[config.mk]
export PLATFORM = sky130hd
export DESIGN_NAME = dist_seg_display
export DESIGN_NICKNAME = d
export VERILOG_FILES = /design/src/rtl/dist_seg_display.sv
export SDC_FILE = /design/constraint.sdc
export NUM_CORES = 1
export LEC_CHECK = 0
export ABC_CLOCK_PERIOD_IN_PS = 7300
export BUFFER_PORTS_ARGS = -buffer_cell sky130_fd_sc_hd__buf_2
export CORE_ASPECT_RATIO = 2
export CORE_MARGIN = 3
export CORE_UTILIZATION = 58
export CTS_BUF_LIST = sky130_fd_sc_hd__clkbuf_16
export DETAILED_ROUTE_END_ITERATION = 6
export PLACE_DENSITY_LB_ADDON = 0.15
export SYNTH_ARGS = -nofsm -noshare
export SYNTH_HDL_FRONTEND = slang
export SYNTH_SLANG_ARGS = --single-unit
[constraint.sdc]
create_clock -name clk -period 7.3 [get_ports clk]
set_clock_uncertainty 0.15 [all_clocks]
set_input_delay 1.46 -clock clk [delete_from_list [all_inputs] [get_ports clk]]
set_output_delay 1.46 -clock clk [all_outputs]
set_load 0.01 [all_outputs]
[src/rtl/dist_seg_display.sv]
// -----------------------------------------------------------------------------
// dist_seg_display
//
// Takes the ultrasonic ranger's 8-bit distance count (1 count = 2.7 cm) and
// shows it on the Basys2 4-digit 7-segment display as centimetres with one
// decimal place ("ddd.d").
//
// Processing chain:
//  - The count is resynchronised into clk.
//  - It is multiplied by 27 to get millimetres.
//  - A sequential double-dabble engine converts the millimetre value to BCD.
//  - The display shows "----" when the count is at or above MAX_COUNT.
//
// Parameters
//   SCAN_BITS  width of the free-running digit-scan counter
//   MAX_COUNT  counts >= MAX_COUNT are over-range
//
// Ports
//   clk        system clock
//   rst        asynchronous, active-low reset
//   dis_value  distance count from the ranger (asynchronous, may glitch)
//   seg        segments {g,f,e,d,c,b,a}, active-low
//   dp         decimal point, active-low
//   an         digit anodes, active-low, an[0] = rightmost digit
//   mm_value   current distance in millimetres (count * 27)
//   over       current sample is over-range
//   busy       BCD conversion pending or in progress
// -----------------------------------------------------------------------------
module dist_seg_display #(
   parameter int SCAN_BITS = 16,
   parameter int MAX_COUNT = 63
) (
   input  logic        clk,
   input  logic        rst,
   input  logic [7:0]  dis_value,
   output logic [6:0]  seg,
   output logic        dp,
   output logic [3:0]  an,
   output logic [12:0] mm_value,
   output logic        over,
   output logic        busy
);

   typedef enum logic [1:0] {
      ST_IDLE  = 2'd0,
      ST_SHIFT = 2'd1,
      ST_DONE  = 2'd2
   } state_t;

   // Ten bits so that a MAX_COUNT of 256 (never over-range) is representable.
   localparam logic [9:0] MAX_CNT = 10'(MAX_COUNT);
   localparam logic [3:0] LAST_IT = 4'd12;

   logic [7:0]           s1_q, s1_d, s2_q, s2_d, cur_q, cur_d;
   logic [12:0]          mm_q, mm_d;
   logic                 over_q, over_d;
   logic                 pend_q, pend_d;
   state_t               state_q, state_d;
   logic [28:0]          sh_q, sh_d, sh_adj;
   logic [3:0]           it_q, it_d;
   logic [15:0]          dig_q, dig_d;
   logic [SCAN_BITS-1:0] scan_q, scan_d;
   logic                 started_q, started_d;
   logic [1:0]           d_q, d_d;
   logic [6:0]           seg_q, seg_d;
   logic                 dp_q, dp_d;
   logic [3:0]           an_q, an_d;

   logic                 accept;
   logic                 wrap;
   logic                 blank;
   logic [12:0]          cur_ext;
   logic [3:0]           nib;

   function automatic logic [6:0] seg_enc(input logic [3:0] v);
      case (v)
         4'd0:    seg_enc = 7'h40;
         4'd1:    seg_enc = 7'h79;
         4'd2:    seg_enc = 7'h24;
         4'd3:    seg_enc = 7'h30;
         4'd4:    seg_enc = 7'h19;
         4'd5:    seg_enc = 7'h12;
         4'd6:    seg_enc = 7'h02;
         4'd7:    seg_enc = 7'h78;
         4'd8:    seg_enc = 7'h00;
         4'd9:    seg_enc = 7'h10;
         default: seg_enc = 7'h7F;
      endcase
   endfunction

   // busy also covers the cycle between a new mm_value and the start of its
   // conversion, so the capture stage cannot slip another value in there.
   assign busy = pend_q || (state_q == ST_SHIFT);

   // ---------------- capture and multiply ----------------
   always_comb begin
      s1_d    = dis_value;
      s2_d    = s1_q;
      // Only a value seen identically on two consecutive clocks is trusted.
      accept  = (s1_q == s2_q) && (s2_q != cur_q) && !busy;
      cur_d   = accept ? s2_q : cur_q;
      cur_ext = {5'd0, cur_q};
      mm_d    = (cur_ext << 4) + (cur_ext << 3) + (cur_ext << 1) + cur_ext;
      over_d  = ({2'b00, cur_q} >= MAX_CNT);
   end

   // ---------------- double-dabble adjust ----------------
   // BCD nibbles live in sh[28:13]; the binary value shifts out of sh[12:0].
   for (genvar gi = 0; gi < 4; gi++) begin : g_adj
      logic [3:0] nib_in;
      assign nib_in                   = sh_q[13 + 4*gi +: 4];
      assign sh_adj[13 + 4*gi +: 4]   = (nib_in >= 4'd5) ? (nib_in + 4'd3) : nib_in;
   end
   assign sh_adj[12:0] = sh_q[12:0];

   // ---------------- conversion FSM ----------------
   always_comb begin
      state_d = state_q;
      sh_d    = sh_q;
      it_d    = it_q;
      dig_d   = dig_q;
      pend_d  = pend_q;
      case (state_q)
         ST_IDLE: begin
            if (pend_q) begin
               state_d = ST_SHIFT;
               sh_d    = {16'd0, mm_q};
               it_d    = 4'd0;
               pend_d  = 1'b0;
            end
         end
         ST_SHIFT: begin
            sh_d = {sh_adj[27:0], 1'b0};
            it_d = it_q + 4'd1;
            if (it_q == LAST_IT) begin
               state_d = ST_DONE;
               // Digits are committed on the final shift edge so they land
               // 14 clocks after mm_value changes.
               dig_d   = sh_adj[27:12];
            end
         end
         ST_DONE: begin
            state_d = ST_IDLE;
         end
         default: begin
            state_d = ST_IDLE;
         end
      endcase
      // A fresh mm_value always leaves a pending request behind, even if it
      // arrives on the same edge a conversion starts.
      if (mm_d != mm_q) begin
         pend_d = 1'b1;
      end
   end

   // ---------------- digit scan ----------------
   always_comb begin
      wrap      = &scan_q;
      scan_d    = scan_q + SCAN_BITS'(1);
      started_d = started_q | wrap;
      // The first wrap only enables the anodes; the index starts at digit 0.
      d_d       = (wrap && started_q) ? (d_q + 2'd1) : d_q;
      an_d      = started_d ? ~(4'b0001 << d_d) : 4'hF;
      nib       = dig_q[{d_d, 2'b00} +: 4];
      case (d_d)
         2'd3:    blank = (dig_q[15:12] == 4'd0);
         2'd2:    blank = (dig_q[15:8] == 8'd0);
         default: blank = 1'b0;
      endcase
      if (!started_d) begin
         seg_d = 7'h7F;
      end else if (over_q) begin
         seg_d = 7'b0111111;
      end else if (blank) begin
         seg_d = 7'h7F;
      end else begin
         seg_d = seg_enc(nib);
      end
      dp_d = !(started_d && !over_q && (d_d == 2'd1));
   end

   // ---------------- registers ----------------
   always_ff @(posedge clk or negedge rst) begin
      if (!rst) begin
         s1_q      <= 8'd0;
         s2_q      <= 8'd0;
         cur_q     <= 8'd0;
         mm_q      <= 13'd0;
         over_q    <= 1'b0;
         pend_q    <= 1'b0;
         state_q   <= ST_IDLE;
         sh_q      <= 29'd0;
         it_q      <= 4'd0;
         dig_q     <= 16'd0;
         scan_q    <= '0;
         started_q <= 1'b0;
         d_q       <= 2'd0;
         seg_q     <= 7'h7F;
         dp_q      <= 1'b1;
         an_q      <= 4'hF;
      end else begin
         s1_q      <= s1_d;
         s2_q      <= s2_d;
         cur_q     <= cur_d;
         mm_q      <= mm_d;
         over_q    <= over_d;
         pend_q    <= pend_d;
         state_q   <= state_d;
         sh_q      <= sh_d;
         it_q      <= it_d;
         dig_q     <= dig_d;
         scan_q    <= scan_d;
         started_q <= started_d;
         d_q       <= d_d;
         seg_q     <= seg_d;
         dp_q      <= dp_d;
         an_q      <= an_d;
      end
   end

   assign seg      = seg_q;
   assign dp       = dp_q;
   assign an       = an_q;
   assign mm_value = mm_q;
   assign over     = over_q;

endmodule
==> results of run 1 <==
==> where the power goes <==
group,switching (mW),internal (mW),total (mW)
Clock,0.281,0.488,0.769
Sequential,0.120,0.788,0.908
Combinational,0.347,0.243,0.589
==> cells by family (layout without fill, tap and decap cells) <==
group	after synthesis	in the layout
simple gates	194	194
fa+ha+maj	50	50
xor+xnor	57	57
flops	121	121
mux	17	17
compound gates	115	115
buf+inv	62	112
==> critical path: cells and delay by family, from the launching register on <==
| kind | cells | cell delay (ns) |
|---|---|---|
| and+or+nand+nor | 2 | 0.94 |
| DFF | 1 | 0.70 |
| buffers and inverters | 1 | 0.22 |
==> layout make-up <==
class / count / area [um2] / area share
Tap cell: 137 / 171.4 / 0.02374
Multi-Input combinational cell: 433 / 3102 / 0.4296
Clock inverter: 14 / 115.1 / 0.01594
Timing Repair Buffer: 39 / 205.2 / 0.02842
Inverter: 42 / 157.7 / 0.02184
Clock buffer: 17 / 425.4 / 0.05893
Sequential cell: 121 / 3043 / 0.4215
==> flip-flops by register name, indices dropped and copies added (netlist names) <==
signal / cells
seg: 7
dp: 1
scan_q: 16
started_q: 1
state_q: 2
over: 1
dig_q: 16
d_q: 2
an: 4
pend_q: 1
mm_value: 13
sh_q: 29
s2_q: 8
cur_q: 8
it_q: 4
s1_q: 8
==> path summary, 6_finish.rpt <==
kind	end
max	busy
max reg2reg	seg[5]
min	s2_q[7]
max in group asynchronous	sh_q[14]
min reg2reg	s2_q[7]
min in group asynchronous	scan_q[5]
==> through the flow <==
stage / instance area (um2) / hold slack, ns
after floorplan: 6396 / 0.2218
after global placement: 6679 / 0.2281
after detailed placement: 6679 / 0.2438
after CTS: 7219 / 0.2554
after global routing: 7219 / 0.2577
final: 7219 / 0.2517
==> synthesized netlist by cell type, types with 4 or more instances <==
master | instances | area (um2)
or2_2 | 6 | 37.54
nand3_1 | 16 | 80.08
dfrtp_1 | 109 | 2728
nor2_1 | 19 | 71.32
a31oi_1 | 4 | 25.02
nor2b_1 | 4 | 25.02
a22o_1 | 7 | 61.31
nand2b_1 | 7 | 43.79
mux2_2 | 8 | 90.09
nor4_1 | 4 | 25.02
xnor2_1 | 36 | 315.3
inv_1 | 42 | 157.7
nand2_1 | 78 | 292.8
clkbuf_1 | 15 | 56.30
fa_1 | 11 | 220.2
dfstp_2 | 12 | 315.3
a21oi_1 | 27 | 135.1
and3_1 | 7 | 43.79
xor2_1 | 21 | 183.9
o21ai_0 | 55 | 275.3
nor3_1 | 10 | 50.05
nand4_1 | 10 | 62.56
mux2i_1 | 8 | 80.08
nor3b_1 | 18 | 135.1
ha_1 | 39 | 488.0
==> metal layers <==
layer	vias to the layer above	global-route usage
li1	2190	-
met1	2250	0.2404
met2	105	0.4268
met3	26	0.04662
met4	0	0.1136
met5	-	0
==> flow_metrics.py, run 1 <==
metrics = {
    "logic_synthesis": {
        "avgSynthCellArea_um2": 10.38,
        "yosys-mux-area-fraction": 0.02895,
        "synth_edf_count": 0,
        "synth_fa_ha_area_frac": 0.1107,
        "ys_seq_area_frac": 0.4757,
        "synth_simple_gate_area_share": 0.1575,
        "ys_ff_latch": 121,
        "yosysUniqueCellTypes": 59,
        "synth-xor-area-share": 0.07805,
        "yosys_warnings": 0,
        "synth_top_family_by_area": "simple AND/OR/NAND/NOR gates",
        "syn_nets": 676,
        "synth_ff_type": "dfrtp_1",
        "synth_area_um2": 6396,
        "async_reset_ff_frac": 1.000,
        "synth_compound_area_frac": 0.1092,
        "syn_inst": 616,
    },
    "sta": {
        "setup_slack_ns": 3.406,
        "maxSlewHeadroom": 0.3651,
        "max_freq_ghz": 0.2568,
        "rsz0062_at_grt": "false",
        "slew_viol_final": 0,
        "post-route-period-util": 0.5334,
        "fin_setup_tns_ns": 0,
        "period_needed_ns": 3.894,
        "setup_viol": 0,
        "hold_viol": 0,
        "max_slew.worst_pin.slew_ns": 0.9524,
    },
    "critical_path": {
        "crit_fanout": 20,
        "reg2reg_slack_ns": 3.57,
        "arrival_ns": 2.28,
        "setup.worst_path.class": "reg2out",
        "cp_cell_sequence": "nand2b_1 -> nand2_1 -> buf_2",
        "crit_path_max_incr_delay_ns": 0.70,
        "r2r_start": "scan_q[0]",
        "startpoint_type": "flip-flop",
        "slowest_stage": "dfrtp_1",
        "timing.critical_path.from": "state_q[1]",
        "reg2regPathDepth": 10,
        "cp-end-kind": "output port",
        "worstPathRequired_ns": 5.69,
    },
    "floorplan": {
        "die_h_um": 154.5,
        "io_pins": 37,
        "die_area_um2": 12400,
        "core_area_um2": 10610,
        "start_util": 0.6028,
        "fp.dieW_um": 80.26,
        "core.rowCount": 53,
    },
    "pwr": {
        "powerDensity_nw_per_um2": 313.9,
        "p_leak_nw": 3.442,
        "ir_drop_uv": 180.8,
        "power.total_mw": 2.266,
    },
    "cells_and_area": {
        "mostFrequentLayoutCell": "dfrtp_1",
        "final_cell_count_no_fill": 803,
        "syn_to_final_growth_pct": 12.87,
        "layout_common_cells": "dfrtp_1 (109), nand2_1 (78), o21ai_0 (55)",
        "fillers": 836,
        "diodes": 0,
        "final_util": 0.6804,
        "nNetsFinal": 714,
        "drive_gt1_frac": 0.1547,
    },
    "job": {
        "drv_cap": 0,
    },
    "detailed_routing": {
        "drtAntennaViolNets": 0,
        "wl_met3_um": 382,
        "drt-initial-drc-count": 210,
        "finalWirelength_um": 13160,
        "routed_via_density": 5.692,
        "vias": 4571,
        "drc": 0,
        "wire_per_inst_um": 16.39,
        "met1_length_um": 4771,
        "route.met2.wl_um": 7595,
        "top_layer_used": "met4",
        "drtPass1Iterations": 4,
    },
    "outcome": {
        "status": "finished clean",
    },
    "global_route": {
        "antenna_found_initial": 0,
        "grt_max_degree": 69,
        "gr-total-overflow": 0,
        "grt_util_all_layers": 0.2314,
        "grt_pass1_wl_um": 22180,
        "grt_pass1_vias": 4728,
    },
    "clock_network": {
        "clock_latency_ns": 0.41,
        "cts_hold_buf": 0,
        "clk_pin_slew_ns": 0.05,
        "cts_tree": "yes",
        "clock-sinks": 121,
        "post_cts_buffers": 0,
        "htree_levels": 4,
        "clock_path_buffers": 2,
        "cts-root-buf": "clkbuf_16",
        "cts_resized": 0,
        "cts_made_buffers": 17,
    },
    "hold_path": {
        "hp-start": "s1_q[7]",
        "min_path_type": "reg2reg",
        "min_path_cells": 0,
    },
    "place": {
        "portBuffers": 36,
        "dp_hpwl_um": 9569,
        "gp_congestion": 0.8785,
        "dpl.cell_count": 772,
        "post-place-ws_ns": 3.573,
    },
}
Power figures use the tool's default switching activity.
==> run 2, diff against run 1 <==
ABC_CLOCK_PERIOD_IN_PS = 4000   (was 7300)
clock period = 4 ns   (was 7.3 ns; I/O delays follow)
==> run 2 against run 1 <==
Net effect:
- combinational power rose by 87%
- largest cell class unchanged
- critical endpoint is now pend_q
- largest power group unchanged
- flip-flop and latch count did not move
- total power rose by 89%
- die area did not move
- sequential power rose by 82%
- worst setup slack got worse by 3.1 ns
==> flow_metrics.py, run 2 (synthesis results as in run 1) <==
metrics = {
    "sta": {
        "slew_viol_final": 0,
        "post-route-period-util": 0.9198,
        "max_freq_ghz": 0.2718,
        "fin_setup_tns_ns": 0,
        "max_slew.worst_pin.slew_ns": 0.7888,
        "rsz0062_at_grt": "false",
        "maxSlewHeadroom": 0.4731,
        "period_needed_ns": 3.679,
        "setup_viol": 0,
        "hold_viol": 0,
    },
    "detailed_routing": {
        "finalWirelength_um": 13360,
        "routed_via_density": 5.614,
        "drtPass1Iterations": 5,
        "drtAntennaViolNets": 0,
        "drt-initial-drc-count": 176,
        "vias": 4553,
        "drc": 0,
        "wire_per_inst_um": 16.48,
    },
    "pwr": {
        "switching_power_mw": 1.420,
        "powerDensity_nw_per_um2": 585.0,
        "switching_share": 0.3307,
        "ir_drop_uv": 363.4,
        "p_comb_frac": 0.256,
        "internal-power_mw": 2.873,
        "seqPwrFrac": 0.385,
        "p_leak_nw": 3.489,
        "power.total_mw": 4.292,
        "pwr-share-clk": 0.359,
    },
    "global_route": {
        "grt_max_degree": 61,
        "grt_util_all_layers": 0.2414,
        "gr-total-overflow": 0,
        "antenna_found_initial": 0,
        "grt_pass1_vias": 4939,
        "grt_pass1_wl_um": 23290,
    },
    "floorplan": {
        "start_util": 0.6028,
        "die_area_um2": 12400,
        "io_pins": 37,
        "core_area_um2": 10610,
        "die_h_um": 154.5,
        "core.rowCount": 53,
        "fp.dieW_um": 80.26,
    },
    "clock_network": {
        "htree_levels": 4,
        "cts_made_buffers": 17,
        "clock-sinks": 121,
        "cts-root-buf": "clkbuf_16",
        "cts_tree": "yes",
        "clock_latency_ns": 0.41,
        "clk_pin_slew_ns": 0.06,
        "post_cts_buffers": 0,
        "cts_hold_buf": 0,
        "cts_resized": 0,
        "clock_path_buffers": 2,
    },
    "critical_path": {
        "cp-end-kind": "flip-flop",
        "cp_cell_sequence": "inv_1 -> fa_1 -> fa_1 -> inv_1 -> ha_1 -> nand3_1 -> o2111ai_1 -> a41o_1 -> a21oi_1 -> xnor2_1 -> xnor2_1 -> nand4_1",
        "startpoint_type": "flip-flop",
        "setup.worst_path.class": "reg2reg",
        "slowest_stage": "fa_1",
        "crit_path_max_incr_delay_ns": 0.54,
        "worstPathRequired_ns": 4.13,
        "crit_fanout": 6,
        "arrival_ns": 3.80,
        "path_delay_family": "adder cells",
        "path_buf_inv": 2,
    },
    "cells_and_area": {
        "mostFrequentLayoutCell": "dfrtp_1",
        "final_cell_count_no_fill": 811,
        "layout_common_cells": "dfrtp_1 (109), nand2_1 (78), o21ai_0 (55)",
        "largest_reg_flops": 29,
        "top_register": "sh_q",
        "drive_gt1_frac": 0.1721,
        "syn_to_final_growth_pct": 14.71,
        "nNetsFinal": 721,
        "fillers": 839,
        "diodes": 0,
        "top_regs": "sh_q (29), dig_q (16), scan_q (16)",
    },
    "place": {
        "portBuffers": 36,
        "gp_congestion": 0.7971,
        "dp_hpwl_um": 9933,
        "dpl.cell_count": 779,
    },
    "job": {
        "drv_cap": 0,
    },
    "outcome": {
        "status": "finished clean",
    },
    "hold_path": {
        "min_path_type": "reg2reg",
    },
}
run 2: cell count changes in the layout (fill, tap and decap cells not counted):
cell,before,now
buf_4,4,11
bufinv_16,2,3
clkinv_1,5,0
clkinv_2,5,1
clkinv_4,0,5
clkinvlp_4,1,5
run 2: cell type report:
| class | count | area, um2 | area share |
|---|---|---|---|
| Clock buffer | 17 | 425.4 | 0.05798 |
| Clock inverter | 15 | 180.2 | 0.02456 |
| Inverter | 42 | 157.7 | 0.02149 |
| Multi-Input combinational cell | 433 | 3102 | 0.4227 |
| Sequential cell | 121 | 3043 | 0.4147 |
| Tap cell | 137 | 171.4 | 0.02336 |
| Timing Repair Buffer | 46 | 257.7 | 0.03513 |
run 2: power groups by stage:
stage	logic (mW)	registers [mW]	clock network (mW)
after detailed placement	1.10	1.67	0
after global routing	1.25	1.68	1.62
after floorplan	0.849	1.60	0
after CTS	1.11	1.65	1.56
after global placement	1.04	1.65	0
final	1.10	1.65	1.54
run 2: worst paths after layout:
kind	startpoint	end	slack, ns	cells after the start
min in group asynchronous	rst	scan_q[0]	0.30	1
worst max-delay path	cur_q[5]	pend_q	0.32	12
worst min-delay path	s1_q[3]	s2_q[3]	0.24	0
worst max register to register	cur_q[5]	pend_q	0.32	12
worst min register to register	s1_q[3]	s2_q[3]	0.24	0
max in group asynchronous	rst	dp	2.56	2
run 2: per-stage QoR:
stage / util / area [um2] / worst slack [ns] / hold WS [ns]
after floorplan: - / 6396 / 0.5965 / 0.2218
after global routing: 0.6915 / 7337 / 0.08181 / 0.2615
after global placement: 0.6344 / 6731 / 0.5019 / 0.2288
after detailed placement: 0.6344 / 6731 / 0.3648 / 0.2294
after CTS: 0.6915 / 7337 / 0.3396 / 0.2435
final: 0.6915 / 7337 / 0.3208 / 0.2424
run 2: worst register-to-register path, stage by stage (launching register included):
cell and delay [ns]:
dfrtp_1 0.44, inv_1 0.23, fa_1 0.50, fa_1 0.54, inv_1 0.05, ha_1 0.38
nand3_1 0.14, o2111ai_1 0.27, a41o_1 0.21, a21oi_1 0.08, xnor2_1 0.28, xnor2_1 0.16
nand4_1 0.12
run 2: per-layer routing:
metal / global-route usage / wire [um] / up-vias
li1: - / - / 2195
met1: 0.2507 / 4780 / 2271
met2: 0.4569 / 8020 / 67
met3: 0.04720 / 281 / 20
met4: 0.09670 / 280 / 0
met5: 0 / 0 / -
